## config.mk

```make
export PLATFORM = sky130hd
export DESIGN_NAME = io_xbar
export DESIGN_NICKNAME = d
export VERILOG_FILES = /design/src/rtl/io_pkg.sv /design/src/rtl/io_xbar_dec.sv /design/src/rtl/io_xbar.sv
export SDC_FILE = /design/constraint.sdc
export NUM_CORES = 1
export LEC_CHECK = 0
export ABC_CLOCK_PERIOD_IN_PS = 7400
export CORE_AREA = 2 2 231 233
export CTS_CLUSTER_SIZE = 28
export DETAILED_ROUTE_END_ITERATION = 6
export DIE_AREA = 0 0 233 235
export GPL_TIMING_DRIVEN = 0
export SYNTH_ARGS = -nofsm -noshare
export SYNTH_HDL_FRONTEND = slang
export SYNTH_SLANG_ARGS = --single-unit
export TNS_END_PERCENT = 20
```

## constraint.sdc

```tcl
create_clock -name clk -period 7.4 [get_ports clk]
set_clock_uncertainty 0.15 [all_clocks]
set_input_delay 2.22 -clock clk [delete_from_list [all_inputs] [get_ports clk]]
set_output_delay 2.22 -clock clk [all_outputs]
set_load 0.005 [all_outputs]
```

## src/rtl/io_pkg.sv

```systemverilog
// Shared definitions for the IO-window crossbar: FSM encodings, error
// causes and the system IO map that top level folds into SLV_BASE/SLV_MASK.
package io_pkg;

  // Crossbar FSM encodings
  localparam logic [1:0] S_IDLE = 2'd0;
  localparam logic [1:0] S_WAIT = 2'd1;
  localparam logic [1:0] S_DONE = 2'd2;

  // Error causes reported in err_code
  localparam logic [1:0] ERR_NONE     = 2'b00;
  localparam logic [1:0] ERR_UNMAPPED = 2'b01;
  localparam logic [1:0] ERR_TIMEOUT  = 2'b10;

  // IO map: word-address bases and compare masks (1 = bit compared)
  localparam int unsigned IO_ADDR_W  = 6;
  localparam int unsigned IO_NUM_DEV = 6;

  localparam logic [IO_ADDR_W-1:0] DEV_UART_BASE    = 6'h00;
  localparam logic [IO_ADDR_W-1:0] DEV_UART_MASK    = 6'h3C;
  localparam logic [IO_ADDR_W-1:0] DEV_TIMER_BASE   = 6'h04;
  localparam logic [IO_ADDR_W-1:0] DEV_TIMER_MASK   = 6'h3C;
  localparam logic [IO_ADDR_W-1:0] DEV_GPIO_BASE    = 6'h08;
  localparam logic [IO_ADDR_W-1:0] DEV_GPIO_MASK    = 6'h38;
  localparam logic [IO_ADDR_W-1:0] DEV_SPI_BASE     = 6'h10;
  localparam logic [IO_ADDR_W-1:0] DEV_SPI_MASK     = 6'h3C;
  localparam logic [IO_ADDR_W-1:0] DEV_I2C_BASE     = 6'h14;
  localparam logic [IO_ADDR_W-1:0] DEV_I2C_MASK     = 6'h3C;
  localparam logic [IO_ADDR_W-1:0] DEV_SYSCTRL_BASE = 6'h3C;
  localparam logic [IO_ADDR_W-1:0] DEV_SYSCTRL_MASK = 6'h3C;

  // Slice i belongs to slave i, so the highest index is leftmost
  localparam logic [IO_NUM_DEV*IO_ADDR_W-1:0] IO_SLV_BASE = {
    DEV_SYSCTRL_BASE, DEV_I2C_BASE, DEV_SPI_BASE,
    DEV_GPIO_BASE, DEV_TIMER_BASE, DEV_UART_BASE
  };
  localparam logic [IO_NUM_DEV*IO_ADDR_W-1:0] IO_SLV_MASK = {
    DEV_SYSCTRL_MASK, DEV_I2C_MASK, DEV_SPI_MASK,
    DEV_GPIO_MASK, DEV_TIMER_MASK, DEV_UART_MASK
  };

endpackage

```

## src/rtl/io_xbar_dec.sv

```systemverilog
// Combinational priority address decoder: lowest-index matching slave wins.
module io_xbar_dec
  import io_pkg::*;
#(
  parameter int unsigned NUM_SLV = 16,
  parameter int unsigned ADDR_W  = 6,
  parameter int unsigned SEL_W   = 4
) (
  input  logic [ADDR_W-1:0]         addr,
  input  logic [NUM_SLV*ADDR_W-1:0] bases,
  input  logic [NUM_SLV*ADDR_W-1:0] masks,
  output logic [SEL_W-1:0]          sel,
  output logic                      sel_valid
);

  // Scan from the top down so the lowest matching index is written last
  always_comb begin
    sel       = '0;
    sel_valid = 1'b0;
    for (int unsigned i = NUM_SLV; i > 0; i--) begin
      if (((addr ^ bases[(i-1)*ADDR_W +: ADDR_W]) & masks[(i-1)*ADDR_W +: ADDR_W]) == '0) begin
        sel       = SEL_W'(i - 1);
        sel_valid = 1'b1;
      end
    end
  end

endmodule

```

## src/rtl/io_xbar.sv

```systemverilog
// IO-window crossbar: decodes the word address to one slave strobe, muxes
// read data and ack back, and forces an ack (with an error record) for
// unmapped addresses and slaves that never answer.
module io_xbar
  import io_pkg::*;
#(
  parameter int unsigned                    NUM_SLV     = 16,
  parameter int unsigned                    ADDR_W      = 6,
  parameter logic [NUM_SLV*ADDR_W-1:0]      SLV_BASE    = '0,
  parameter logic [NUM_SLV*ADDR_W-1:0]      SLV_MASK    = '1,
  parameter int unsigned                    TIMEOUT_CYC = 64
) (
  input  logic                    clk,
  input  logic                    rst,
  input  logic                    stb,
  input  logic [ADDR_W-1:0]       addr,
  output logic [NUM_SLV-1:0]      slv_stb,
  input  logic [NUM_SLV-1:0]      slv_ack,
  input  logic [NUM_SLV*32-1:0]   slv_dout,
  output logic [31:0]             data_out,
  output logic                    ack,
  output logic                    err_trig,
  output logic [1:0]              err_code,
  output logic [ADDR_W-1:0]       err_addr,
  input  logic                    err_clr
);

  localparam int unsigned SEL_W = (NUM_SLV > 1) ? $clog2(NUM_SLV) : 1;
  localparam int unsigned CNT_W = $clog2(TIMEOUT_CYC + 1);

  logic [1:0]        state_q, state_d;
  logic [CNT_W-1:0]  cnt_q, cnt_d;
  logic [SEL_W-1:0]  sel_q, sel_d;
  logic [ADDR_W-1:0] addr_q, addr_d;
  logic [1:0]        err_code_q, err_code_d;
  logic [ADDR_W-1:0] err_addr_q, err_addr_d;

  logic [SEL_W-1:0]  dec_sel;
  logic              dec_valid;
  logic [SEL_W-1:0]  cur_sel;
  logic              cur_valid;
  logic              in_wait, in_done;
  logic              active;
  logic              sel_ack;
  logic [31:0]       sel_dout;
  logic              go_done;
  logic [1:0]        cause;

  io_xbar_dec #(
    .NUM_SLV (NUM_SLV),
    .ADDR_W  (ADDR_W),
    .SEL_W   (SEL_W)
  ) u_dec (
    .addr      (addr),
    .bases     (SLV_BASE),
    .masks     (SLV_MASK),
    .sel       (dec_sel),
    .sel_valid (dec_valid)
  );

  assign in_wait = (state_q == S_WAIT);
  assign in_done = (state_q == S_DONE);

  // While waiting, the slave chosen on leaving IDLE stays selected (WAIT is
  // only entered on a valid decode), so address wobble cannot retarget it.
  assign cur_sel   = in_wait ? sel_q : dec_sel;
  assign cur_valid = in_wait | dec_valid;
  assign active    = stb & cur_valid & ~in_done;

  // Strobe fan-out and ack/data selection for the current target
  always_comb begin
    slv_stb  = '0;
    sel_ack  = 1'b0;
    sel_dout = '0;
    for (int unsigned i = 0; i < NUM_SLV; i++) begin
      if (cur_sel == SEL_W'(i)) begin
        slv_stb[i] = active;
        sel_ack    = slv_ack[i];
        sel_dout   = slv_dout[i*32 +: 32];
      end
    end
  end

  assign data_out = active ? sel_dout : 32'h0;
  assign ack      = (active & sel_ack) | in_done;
  assign err_trig = in_done;
  assign err_code = err_code_q;
  assign err_addr = err_addr_q;

  // Next-state logic for FSM, timeout counter and latched request
  always_comb begin
    state_d = state_q;
    cnt_d   = cnt_q;
    sel_d   = sel_q;
    addr_d  = addr_q;
    go_done = 1'b0;
    cause   = ERR_NONE;
    case (state_q)
      S_IDLE: begin
        if (stb) begin
          if (!dec_valid) begin
            state_d = S_DONE;
            addr_d  = addr;
            go_done = 1'b1;
            cause   = ERR_UNMAPPED;
          end else if (!sel_ack) begin
            state_d = S_WAIT;
            cnt_d   = CNT_W'(1);
            sel_d   = dec_sel;
            addr_d  = addr;
          end
        end
      end
      S_WAIT: begin
        if (!stb || sel_ack) begin
          state_d = S_IDLE;
          cnt_d   = '0;
        end else if (cnt_q == CNT_W'(TIMEOUT_CYC)) begin
          state_d = S_DONE;
          cnt_d   = '0;
          go_done = 1'b1;
          cause   = ERR_TIMEOUT;
        end else begin
          cnt_d = cnt_q + 1'b1;
        end
      end
      S_DONE: begin
        state_d = S_IDLE;
        cnt_d   = '0;
      end
      default: begin
        state_d = S_IDLE;
        cnt_d   = '0;
      end
    endcase
  end

  // Sticky error record; a new error takes priority over a same-cycle clear
  always_comb begin
    err_code_d = err_code_q;
    err_addr_d = err_addr_q;
    if (go_done) begin
      err_code_d = cause;
      err_addr_d = addr_d;
    end else if (err_clr) begin
      err_code_d = ERR_NONE;
      err_addr_d = '0;
    end
  end

  // State and error registers
  always_ff @(posedge clk or posedge rst) begin
    if (rst) begin
      state_q    <= S_IDLE;
      cnt_q      <= '0;
      sel_q      <= '0;
      addr_q     <= '0;
      err_code_q <= ERR_NONE;
      err_addr_q <= '0;
    end else begin
      state_q    <= state_d;
      cnt_q      <= cnt_d;
      sel_q      <= sel_d;
      addr_q     <= addr_d;
      err_code_q <= err_code_d;
      err_addr_q <= err_addr_d;
    end
  end

endmodule

```

==> impl_metrics.ini <==
[cells_and_area]
share_of_cells_above_drive_strength_1 = 0.170
area_growth_pct = 120
final_util = 0.0649
fillerInstances = 6129
area.sequential_um2 = 576
diodes = 0
layout_commonest_cell = sky130_fd_sc_hd__clkdlybuf4s50_1
multiInputGateArea_um2 = 821
nNetsFinal = 806
mostFrequentLayoutCells = 85 x sky130_fd_sc_hd__clkdlybuf4s50_1, 30 x sky130_fd_sc_hd__and3_1, 23 x sky130_fd_sc_hd__dfrtp_1, 17 x sky130_fd_sc_hd__buf_4, 15 x sky130_fd_sc_hd__conb_1
stdcell_count = 953

[worst_setup_path]
critical-path-top-cell-by-count = sky130_fd_sc_hd__clkdlybuf4s50_1
critPathBufInv = 4
cp_max_fo = 10
timing.critical_path.max_delay_family = buffers and inverters
crit_arrival_ns = 4.92
timing.critical_path.from_type = input port
cp.required_ns = 5.03
timing.critical_path.to_type = primary output
crit_path_max_incr_delay_ns = 0.59
cpMaxStageDelayCell = sky130_fd_sc_hd__or4_4
crit_chain = clkdlybuf4s50_1 > or4_4 > nor3_4 > maj3_4 > buf_6 > and2_1 > buf_4 > clkdlybuf4s50_1
worstSetupPathType = in -> out

[floorplan]
rows = 84
dieWidth_um = 233
initial_core_util = 0.0295
io_pins = 596
placeableCoreArea_mm2 = 0.0522
dieArea_mm2 = 0.0548
floorplan.die.height_um = 235

[timing]
slew_viol_final = 0
slew_headroom = 0.409
transition_at_the_pin_with_the_smallest_max_transition_slack_ns = 0.885
timing.fmax_ghz = 0.137
fin_crit_sh = 0.985
worst_slack_ns = 0.112
finalCriticalPeriod_ns = 7.29
timing_hold_violations_final = 0
finalHoldWorstSlack_ns = 0.351
setup_viol = 0
rsz0062_at_grt = no

[drt]
ant_nets = 0
drtPass1Iterations = 4
route.vias.total = 1552
wire_per_inst_um = 7.20
drc_errors = 0
dr.first_iter.drc_count = 80
viasPerCell = 1.63
totalWireLength_um = 6870

[synthesis]
postSynthRegisterBits = 23
netlist_instances = 161
synth-edff-count = 0
mappedNetlistArea_mm2 = 0.00154
synthDominantAreaCellType = sky130_fd_sc_hd__dfrtp_1
synthArstFlopShare = 1.00
synth_top_area_share = 0.374
syn-mean-instance-area_um2 = 9.57
synth-seq-area-share = 0.374
ys_top_cells_by_area = sky130_fd_sc_hd__dfrtp_1 37%, sky130_fd_sc_hd__and3_1 12%, sky130_fd_sc_hd__buf_4 7.8%
warning_count_from_the_yosys_run = 0
synth-main-ff-cell = sky130_fd_sc_hd__dfrtp_1
yosys.cell_types.count = 41

[place]
post-place-ws_ns = -0.000194
port_buffers = 85
detailed_placement_wirelength_estimate_um = 6080
dp_cells = 948
gp_congestion = 0.665

[power_and_ir_drop]
static-leakage-power_uw = 0.00124
seq_power_share = 0.412
power-per-cell-area_mw_per_mm2 = 99.9
p_total_uw = 339
clock_power_share = 0.346
cellInternalPower_uw = 256
power.ir.vdd_worst_v = 0.000130
switching_power_uw = 82.9
power.combinational.fraction = 0.242
power_switching_share = 0.245

[global_route]
antenna_found_initial = 3
vias_in_the_first_global_route = 1542
grt_remaining_overflow = 0
grt_first_pass_wirelength_um = 9630
grtUsageTotal = 0.0237
grt_max_degree = 24

[min_path]
worstHoldPathType = reg -> reg

[cts]
tritoncts = built
cts-resized-gates = 0
clock_sink_count = 23
cts-root-to-sink-buffers = 2
clock-root-buffer = sky130_fd_sc_hd__clkbuf_16
cts-buffers-inserted = 3
worstSkewPairLatency_ns = 0.25
cts.reportedPaths.clkPinSlew_ns = 0.06
cts-htree-levels = 1

[run_status]
result_of_the_run = finished clean

[job]
timing.max_cap.violations = 0
## final timing paths
kind,startpoint,to,slack (ns),depth (start not counted)
setup / recovery,addr[0],slv_stb[0],0.11,8
setup reg to reg,state_q[0],err_addr[0],5.32,5
max in group asynchronous,rst,cnt_q[0],4.25,2
min in group asynchronous,rst,err_addr[0],2.30,2
hold / removal,addr_q[0],addr_q[0],0.35,1
hold reg to reg,addr_q[0],addr_q[0],0.35,1
## flip-flops by register name (all words and copies together) (netlist names)
name,count
cnt_q,7
err_addr,6
addr_q,6
state_q,2
err_code,2
## synthesized netlist by cell type, types with 4 or more instances
library cell and count:
sky130_fd_sc_hd__a22o_1 6, sky130_fd_sc_hd__nor2b_1 7, sky130_fd_sc_hd__nand2_1 9, sky130_fd_sc_hd__inv_1 6, sky130_fd_sc_hd__clkbuf_1 4, sky130_fd_sc_hd__dfrtp_1 23, sky130_fd_sc_hd__buf_4 16, sky130_fd_sc_hd__nand3_1 4
sky130_fd_sc_hd__mux2_2 6, sky130_fd_sc_hd__and3_1 30
## cell families after synthesis
family | after synthesis | synth area share
AO/OA/AOI/OAI | 25 | 0.132
other | 1 | 0.00243
flip-flops | 23 | 0.374
adder cells (fa/ha/maj) | 3 | 0.0252
multiplexers | 6 | 0.0439
AND/OR/NAND/NOR | 73 | 0.295
buffers and inverters | 30 | 0.128
## timing repair
action,in CTS,in global routing
buffers inserted,1,0
setup endpoints to repair,1,0
hold buffers,0,0
## through the flow
stage	setup TNS, ns	area, um2
5_1_grt	0	3390
3_3_place_gp	0	3300
4_1_cts	0	3390
2_1_floorplan	0	1590
3_5_place_dp	-0.000194	3300
6_report	0	3390
## layout make-up
cell class | instances | area share
multi-input cells | 122 | 0.242
clock inverters | 1 | 0.00148
plain buffers | 24 | 0.0513
well taps | 688 | 0.254
clock buffers | 3 | 0.0221
flip-flops and latches | 23 | 0.170
inverters | 6 | 0.00664
repair buffers | 86 | 0.253
## metal layers
layer	vias to the layer above	GRT usage	wire length, um
li1	754	-	-
met4	0	0	0
met1	713	0.0312	3120
met2	85	0.0377	2880
met5	-	0	0
met3	0	0.0104	862
## power groups by stage
stage	registers [uW]	logic (uW)	clock network, uW
detailed placement	142	84.7	0
global placement	142	83.2	0
floorplan	141	32.4	0
CTS	140	85.2	121
finish	140	82.1	117
global route	141	91.6	127
Power figures use the tool's default switching activity.
